`src/rtl/serial_add_ctrl_pkg.sv`:
```
// Shared definitions for the bit-serial adder controller.
// Holds the FSM state encodings and the counter-width helper.
// No logic; imported by serial_add_ctrl.
package serial_add_ctrl_pkg;

    // Binary 2-bit state encoding.
    localparam logic [1:0] S_IDLE = 2'd0;
    localparam logic [1:0] S_RUN  = 2'd1;
    localparam logic [1:0] S_DONE = 2'd2;

    // The bit counter must be at least one bit wide, even for a 1-bit adder.
    function automatic int cnt_width(input int w);
        return (w > 1) ? $clog2(w) : 1;
    endfunction

endpackage

```
`src/rtl/serial_add_ctrl_fa.sv`:
```
// One-bit full adder cell; the only adder in the serial datapath.
// Latency: purely combinational, 0 cycles.
// Backpressure: none, no handshake.
// Ports: i_a, i_b, i_cin operand bits and carry in; o_sum, o_cout results.
module fa (
    input  logic i_a,
    input  logic i_b,
    input  logic i_cin,
    output logic o_sum,
    output logic o_cout
);

    assign o_sum  = i_a ^ i_b ^ i_cin;
    assign o_cout = (i_a & i_b) | (i_a & i_cin) | (i_b & i_cin);

endmodule

```
`src/rtl/serial_add_ctrl.sv`:
```
// Bit-serial adder: adds two WIDTH-bit operands LSB first through one fa cell.
// Latency: done is high WIDTH+1 cycles after the start request; one add per WIDTH+2 cycles.
// Backpressure: start is sampled only in IDLE; requests while busy or done are dropped.
// Ports: clk/rst (async active-high); start, a, b, cin request inputs;
//        busy, done, sum, cout, overflow registered result outputs.
module serial_add_ctrl
    import serial_add_ctrl_pkg::*;
#(
    parameter int WIDTH = 8
) (
    input  logic             clk,
    input  logic             rst,
    input  logic             start,
    input  logic [WIDTH-1:0] a,
    input  logic [WIDTH-1:0] b,
    input  logic             cin,
    output logic             busy,
    output logic             done,
    output logic [WIDTH-1:0] sum,
    output logic             cout,
    output logic             overflow
);

    localparam int            CW   = cnt_width(WIDTH);
    localparam logic [CW-1:0] LAST = CW'(WIDTH - 1);

    logic [1:0]       r_state;
    logic [CW-1:0]    r_cnt;
    logic             r_carry;
    logic [WIDTH-1:0] r_a_sh;
    logic [WIDTH-1:0] r_b_sh;
    logic [WIDTH-1:0] r_sum_sh;
    logic             r_cout;
    logic             r_ovf;

    logic             w_sum_bit;
    logic             w_carry_out;

    fa u_fa (
        .i_a    (r_a_sh[0]),
        .i_b    (r_b_sh[0]),
        .i_cin  (r_carry),
        .o_sum  (w_sum_bit),
        .o_cout (w_carry_out)
    );

    always_ff @(posedge clk or posedge rst) begin
        if (rst) begin
            r_state  <= S_IDLE;
            r_cnt    <= '0;
            r_carry  <= 1'b0;
            r_a_sh   <= '0;
            r_b_sh   <= '0;
            r_sum_sh <= '0;
            r_cout   <= 1'b0;
            r_ovf    <= 1'b0;
        end else begin
            case (r_state)
                S_IDLE: begin
                    if (start) begin
                        r_state  <= S_RUN;
                        r_a_sh   <= a;
                        r_b_sh   <= b;
                        r_carry  <= cin;
                        r_cnt    <= '0;
                        r_sum_sh <= '0;
                        r_cout   <= 1'b0;
                        r_ovf    <= 1'b0;
                    end
                end
                S_RUN: begin
                    // New sum bit enters at the MSB so that after WIDTH shifts
                    // bit 0 of the result has arrived at position 0. Written as
                    // shift/or so it also holds for WIDTH=1.
                    r_sum_sh <= (r_sum_sh >> 1) | (WIDTH'(w_sum_bit) << (WIDTH - 1));
                    r_a_sh   <= r_a_sh >> 1;
                    r_b_sh   <= r_b_sh >> 1;
                    r_carry  <= w_carry_out;
                    r_cnt    <= r_cnt + CW'(1);
                    if (r_cnt == LAST) begin
                        r_state <= S_DONE;
                        r_cout  <= w_carry_out;
                        // r_carry is still the carry into the MSB on this edge.
                        r_ovf   <= r_carry ^ w_carry_out;
                    end
                end
                S_DONE: begin
                    r_state <= S_IDLE;
                end
                default: begin
                    r_state <= S_IDLE;
                end
            endcase
        end
    end

    // Decodes of the state register only; no input reaches an output
    // without passing through a flop.
    assign busy     = (r_state == S_RUN);
    assign done     = (r_state == S_DONE);
    assign sum      = r_sum_sh;
    assign cout     = r_cout;
    assign overflow = r_ovf;

endmodule

```
`config.mk`:
```
export PLATFORM = sky130hd
export DESIGN_NAME = serial_add_ctrl
export DESIGN_NICKNAME = d
export VERILOG_FILES = /design/src/rtl/serial_add_ctrl_pkg.sv /design/src/rtl/serial_add_ctrl_fa.sv /design/src/rtl/serial_add_ctrl.sv
export SDC_FILE = /design/constraint.sdc
export NUM_CORES = 1
export LEC_CHECK = 0
export ABC_CLOCK_PERIOD_IN_PS = 1600
export BUFFER_PORTS_ARGS = -buffer_cell sky130_fd_sc_hd__clkbuf_2
export CAP_MARGIN = 10
export CELL_PAD_IN_SITES_DETAIL_PLACEMENT = 1
export CELL_PAD_IN_SITES_GLOBAL_PLACEMENT = 2
export CORE_ASPECT_RATIO = 1.25
export CORE_MARGIN = 2
export CORE_UTILIZATION = 34
export CTS_CLUSTER_DIAMETER = 50
export DETAILED_ROUTE_END_ITERATION = 8
export PLACE_DENSITY_LB_ADDON = 0.25
export SYNTH_ARGS = -nofsm -noshare
export SYNTH_HDL_FRONTEND = slang
export SYNTH_SLANG_ARGS = --single-unit
```
`constraint.sdc`:
```
create_clock -name clk -period 1.6 [get_ports clk]
set_input_delay 0.08 -clock clk [delete_from_list [all_inputs] [get_ports clk]]
set_output_delay 0.08 -clock clk [all_outputs]
set_load 0.1 [all_outputs]
```
# Word-level counts from Yosys, hierarchy flattened
# Index checks and enable logic that the tools add are counted.
# classes
n_addsub	1
n_eq_ne	5
mux	18
bitwise	9
n_reduce_logical	5
# op_table
op	n
$pmux W8 S2	3
$mux W8	3
$or A7 B8 Y8	1
$pmux W1 S2	3
$pmux W3 S2	1
$mux W1	4
$mux W2	2
$pmux W2 S2	1
$reduce_and A2 Y1	2
$add A3 B1 Y3 const B	1
$and A1 B1 Y1	3
$eq A3 B3 Y1 const B	1
$mux W3	1
$reduce_and A3 Y1	1
$xor A1 B1 Y1	3
$eq A2 B1 Y1 const B	1
$eq A2 B2 Y1 const B	1
$logic_not A2 Y1	1
$ne A2 B1 Y1 const B	1
$ne A2 B2 Y1 const B	1
$or A1 B1 Y1	2
$reduce_bool A2 Y1	1
# word_totals
regBits	32
in_bits	20
out_inout_bits	12
word_cells	46

# Depth between registers and ports, before layout
# Gate-level depths: netlist of run 1.
# logic_depth
ltp_word	6
ltp_mapped	5
depth_no_buf	5

# By module
# Synthesis of run 1 repeated with hierarchy kept, for this count alone.
# unflattened
cells_unflattened	125
area_unflattened_um2	1440.1
# modules_own_cells
module	n_inst	cells_each	area_each_um2	seq_area_each_um2
serial_add_ctrl	1	124	1420.1	800.8
fa	1	1	20.0	0.0

# Worst setup path before layout of run 1
# Ideal clock, no wire load.
# synth_timing
kind	register to register
from	register r_carry
to	register r_ovf, in the netlist overflow
setup_ns	0.126
arrival_ns	1.310
path_slack_ns	0.164
stages_incl_launch_ff	4
path_buffers	0
synth_period_minus_slack_ns	1.436
cell_sequence	dfrtp_1 -> fa_1 -> xor2_1 -> a221o_1
# synth_via
elab_chain_cells	6
word_cells_on_any_way	7
# synth_lines
item	line_no	rtl
start, declared	serial_add_ctrl.sv:29	logic r_carry;
start signal, assigned	serial_add_ctrl.sv:64	r_carry <= cin;
start signal, assigned	serial_add_ctrl.sv:78	r_carry <= w_carry_out;
$and A1 B1 Y1	serial_add_ctrl_fa.sv:14	assign o_cout = (i_a & i_b) | (i_a & i_cin) | (i_b & i_cin);
$or A1 B1 Y1 (2 in series)	serial_add_ctrl_fa.sv:14	
$xor A1 B1 Y1 *	serial_add_ctrl.sv:84	r_ovf <= r_carry ^ w_carry_out;
$mux W1 *	serial_add_ctrl.sv:80	if (r_cnt == LAST) begin
$pmux W1 S2 *	serial_add_ctrl.sv:58	case (r_state)
end signal, assigned	serial_add_ctrl.sv:84	
end, declared	serial_add_ctrl.sv:34	logic r_ovf;
# Mark *: on every way between the ends. The rest lies on a longest branch, timed or not. The select of a mux whose other input is x is not followed.
# A chain may end at the register's enable or synchronous reset.

# Worst setup path after layout of run 1
# Same ends and word-level chain as after synthesis.

==> results.yml, run 1 <==
floorplan:
  die_h_um: 76.8
  start_util_pct: 35.2
  die_area_um2: 4780
  io_pins: 32
  rows: 26
  die_w_um: 62.3
  coreArea_um2: 4100
outcome:
  status: "complete, no violations"
global_route:
  grt_pass1_wl_um: 5220
  grt_start_max_net_pins: 33
  overflow: 0
  grt_pass1_vias: 1113
  grt.total_usage_pct: 14.0
  antenna_found_initial: 0
yosys:
  syn_avg_cell_area_um2: 12.1
  synth_top_area_share_pct: 55.5
  yosys_register_bits: 32
  synthTopCellsByArea: "dfrtp_1, mux2i_1, a22o_1"
  syn_nets: 142
  ys_types: 25
  syn_area_um2: 1440
  synthCells: 119
  yosysTopAreaCell: "dfrtp_1"
  ys_warn_count: 0
  yosysSeqAreaShare_pct: 55.5
worst_hold_path:
  holdCritPathClass: "in2reg"
  min_from: "b[4]"
  hold_end: "r_b_sh[4]$_DFFE_PP0P_"
  holdPathStages: 3
routing:
  route.detailed.drc: 0
  m1WireLength_um: 1250
  route.top_layer_used: "met4"
  wl_per_cell_um: 13.6
  dr.pass1.iters: 4
  dr_wl_met2_um: 1480
  finalWirelength_um: 2920
  ant_nets: 0
  met3_length_um: 134
  routed_via_density: 4.86
  vias: 1040
  drt_iter0_drc: 42
timing:
  max_freq_mhz: 677
  finClkSkew_ps: 3.10
  hold_violations: 0
  fin_tns_setup_ps: 0
  relSlewSlack_pct: 63.5
  worst_slew_pin_slew_ps: 550
  fin_crit_sh_pct: 92.3
  drv_slew: 0
  period_minus_slack_ps: 1480
  setup_viol: 0
  rsz0062_at_grt: "false"
critical_path:
  startpoint_type: "register"
  r2r_start: "r_carry$_DFFE_PP0P_"
  crit_type: "reg2reg"
  r2r-end: "overflow$_DFFE_PP0P_"
  reg2reg_slack_ps: 120
  crit_family: "adder cells"
  cp.depth: 3
  cp.required_ps: 1760
  critPathMaxFanout: 3
  arrival_ps: 1640
  cp_num_buf_inv: 0
  crit_chain: "fa_1 -> xor2_1 -> a221o_1"
  crit_slowest_cell: "fa_1"
  cp-end-kind: "register"
  cpPeakStageDelay_ps: 480
  rr_worst_depth: 3
clocking:
  cts-root-buf: "clkbuf_8"
  cts_htree_levels: 2
  cts_tree: "done"
  ctsResizeCount: 0
  numClockSinks: 32
  clk_latency_ps: 280
  clk_pin_slew_ps: 60
  cts_inserted_buffers: 5
  clockBufferDepth: 2
placement:
  port_buffers: 31
  place_congestion: 0.712
  dpl.hpwl_um: 2040
  placed_area_um2: 1680
finish:
  final_util_pct: 43.3
  layout.nets: 180
  drive_above_1_share_pct: 29.7
  final_area_um2: 1780
  final_common_cell: "dfrtp_1"
  antennaDiodeCount: 0
  final_cell_mix: "dfrtp_1, clkbuf_2, nand2_1"
  area_growth_pct: 23.1
flow_run:
  max-cap-violations: 0
[kinds of logic after synthesis]
family | share of synthesized area (%)
compound gates | 16.0
flops | 55.5
simple gates | 9.02
mux | 10.5
buf+inv | 5.20
fa+ha+maj | 3.12
xor+xnor | 0.607
[worst min-delay path: stages]
cell	delay, ps
clkbuf_2	70
mux2i_1	60
o21ai_2	100
[final cells by class]
class	instances	area, µm²
fill	481	2320
sequential	32	801
multi-input combinational	78	567
timing repair buffer	38	240
clock buffer	8	90.1
tap	56	70.1
inverter	2	7.51
[worst max path at each step]
| stage | startpoint | end |
|---|---|---|
| after detailed placement | r_carry$_DFFE_PP0P_ | overflow$_DFFE_PP0P_ |
| after global placement | r_carry$_DFFE_PP0P_ | overflow$_DFFE_PP0P_ |
| after global routing | r_carry$_DFFE_PP0P_ | overflow$_DFFE_PP0P_ |
| after floorplan | r_carry$_DFFE_PP0P_ | overflow$_DFFE_PP0P_ |
| after CTS | r_carry$_DFFE_PP0P_ | overflow$_DFFE_PP0P_ |
| final | r_carry$_DFFE_PP0P_ | overflow$_DFFE_PP0P_ |
[registers in the layout, indices dropped and copies added, names as in the netlist]
signal    count
sum           8
cout          1
overflow      1
r_state       2
r_carry       1
r_cnt         3
r_a_sh        8
r_b_sh        8
[repair_timing]
item	CTS	global route
endpoints found under the hold margin	32	0
buffers inserted	0	0
hold buffers	1	0
[synthesized netlist by cell type]
| master | number |
|---|---|
| o21bai_2 | 1 |
| buf_2 | 4 |
| o21ai_0 | 10 |
| nor2b_4 | 1 |
| and2b_1 | 1 |
| nand3b_1 | 1 |
| a22o_1 | 11 |
| xor2_1 | 1 |
| mux2_2 | 1 |
| buf_4 | 1 |
| buf_12 | 2 |
| ha_1 | 2 |
| nor3b_1 | 1 |
| inv_1 | 2 |
| a221o_1 | 2 |
| and3b_1 | 1 |
| o21ai_1 | 6 |
| mux2i_1 | 14 |
| dfrtp_1 | 32 |
| a21oi_1 | 3 |
| o21ai_2 | 1 |
| and2_1 | 1 |
| nand2_1 | 16 |
| fa_1 | 1 |
| nor2b_1 | 3 |
[stage by stage]
stage               cells  setup WS (ps)  hold slack [ps]
floorplan             119            164              196
global placement      205            134              166
detailed placement    205            128              185
CTS                   214            119             64.6
global route          214           76.6             90.9
finish                214            123             74.8
[layer usage]
layer  GRT usage [%]  vias to the layer above
met5               0                        -
met3            3.81                        5
met4            8.67                        0
met2            23.4                       25
li1                -                      495
met1            15.7                      515
Power of run 1 is not shown: default switching activity piles up to over one toggle a cycle in this logic, so the estimate is an artifact.
==> run 2: changes to the inputs <==
- REMOVE_ABC_BUFFERS: unset -> 1
==> run 2 against run 1 <==
- non-clock buffer count is 1 higher
- global-route usage is 0.48 points lower
- core utilization down 0.18 points
- cell area decreased by 0.42%
- register-to-register slack got worse by 50 ps
- sequential cell count unchanged
- hold slack got worse by 3.8 ps
- critical path depth unchanged
- maximum frequency shrank 3.4%
- routed wire length down 2.9%
- clock skew about the same
- first-iteration DRC count fell by 21%
==> results.yml, run 2 (synthesis gave the netlist of run 1 again) <==
worst_hold_path:
  min_from: "b[1]"
  holdPathStages: 3
  hold_end: "r_b_sh[1]$_DFFE_PP0P_"
  holdCritPathClass: "in2reg"
placement:
  dpl.hpwl_um: 2080
  place_congestion: 0.739
  placed_area_um2: 1670
  port_buffers: 31
timing:
  setup_viol: 0
  hold_violations: 0
  max_freq_mhz: 654
  period_minus_slack_ps: 1530
  worst_slew_pin_slew_ps: 548
  finClkSkew_ps: 2.75
  fin_crit_sh_pct: 95.5
  relSlewSlack_pct: 63.7
  rsz0062_at_grt: "false"
  drv_slew: 0
  fin_tns_setup_ps: 0
clocking:
  numClockSinks: 32
  clk_latency_ps: 280
  cts-root-buf: "clkbuf_8"
  clockBufferDepth: 2
  cts_htree_levels: 2
  clk_pin_slew_ps: 60
  cts_inserted_buffers: 5
  cts_tree: "done"
routing:
  wl_per_cell_um: 13.2
  ant_nets: 0
  route.detailed.drc: 0
  drt_iter0_drc: 33
  dr.pass1.iters: 3
  vias: 1049
  routed_via_density: 4.88
  finalWirelength_um: 2830
outcome:
  status: "complete, no violations"
finish:
  antennaDiodeCount: 0
  final_common_cell: "dfrtp_1"
  final_area_um2: 1770
  drive_above_1_share_pct: 30.2
  layout.nets: 181
  final_cell_mix: "dfrtp_1, clkbuf_2, nand2_1"
  area_growth_pct: 22.6
floorplan:
  start_util_pct: 35.2
  die_area_um2: 4780
  coreArea_um2: 4100
  die_w_um: 62.3
  io_pins: 32
  die_h_um: 76.8
  rows: 26
global_route:
  overflow: 0
  grt_pass1_wl_um: 5080
  grt.total_usage_pct: 13.5
  grt_pass1_vias: 1186
  antenna_found_initial: 0
  grt_start_max_net_pins: 33
critical_path:
  crit_family: "adder cells"
  crit_type: "reg2reg"
  cp-end-kind: "register"
  arrival_ps: 1690
  cpPeakStageDelay_ps: 490
  startpoint_type: "register"
  reg2reg_slack_ps: 70
  rr_worst_depth: 3
  cp_num_buf_inv: 0
  r2r-end: "overflow$_DFFE_PP0P_"
  r2r_start: "r_carry$_DFFE_PP0P_"
  critPathMaxFanout: 3
  crit_chain: "fa_1 -> xor2_1 -> a221o_1"
  crit_slowest_cell: "fa_1"
  cp.required_ps: 1760
flow_run:
  max-cap-violations: 0
[run 2: changes by cell type in the layout (fill, tap and decap cells not counted), sizes merged]
cell    delta
clkbuf     +1
[run 2: timing repair]
item	CTS	global route
setup buffers	0	0
hold buffers	1	0
endpoints found under the hold margin	32	0
resized for setup	0	0
[run 2: area by class of cell]
type | instances | area, µm²
Clock buffer | 8 | 90.1
Fill cell | 478 | 2330
Inverter | 2 | 7.51
Multi-Input combinational cell | 78 | 567
Sequential cell | 32 | 801
Tap cell | 56 | 70.1
Timing Repair Buffer | 39 | 233
[run 2: stage by stage]
stage / std cells / util, % / hold slack, ps / worst slack (ps)
6_report: 215 / 43.1 / 71.0 / 71.8
5_1_grt: 215 / 43.1 / 78.4 / 25.7
3_3_place_gp: 206 / 40.7 / 165 / 142
2_1_floorplan: 112 / - / 196 / -327
4_1_cts: 215 / 43.1 / 65.1 / 61.7
3_5_place_dp: 206 / 40.7 / 175 / 69.4
[run 2: worst max-delay path by stage]
stage	startpoint	slack (ps)	depth (start not counted)	to
after detailed placement	r_carry$_DFFE_PP0P_	70	3	overflow$_DFFE_PP0P_
after global placement	r_carry$_DFFE_PP0P_	140	3	overflow$_DFFE_PP0P_
after floorplan	r_state[0]$_DFFE_PP0P_	-330	3	r_carry$_DFFE_PP0P_
after CTS	r_state[0]$_DFFE_PP0P_	60	3	busy
after global routing	r_state[0]$_DFFE_PP0P_	30	3	busy
final	r_carry$_DFFE_PP0P_	70	3	overflow$_DFFE_PP0P_
[run 2: layer usage]
| metal | global-route usage (%) | vias up | share of wire (%) |
|---|---|---|---|
| met5 | 0 | - | 0 |
| met4 | 7.33 | 0 | 2.4 |
| met3 | 4.55 | 6 | 5.3 |
| met2 | 24.3 | 25 | 52 |
| met1 | 13.5 | 519 | 40 |
| li1 | - | 499 | - |
[run 2: tightest hold or removal path: stages]
cell,delay (ps)
clkbuf_2,80
mux2i_1,50
o21ai_1,100
Power of run 2 is left out for the same reason.
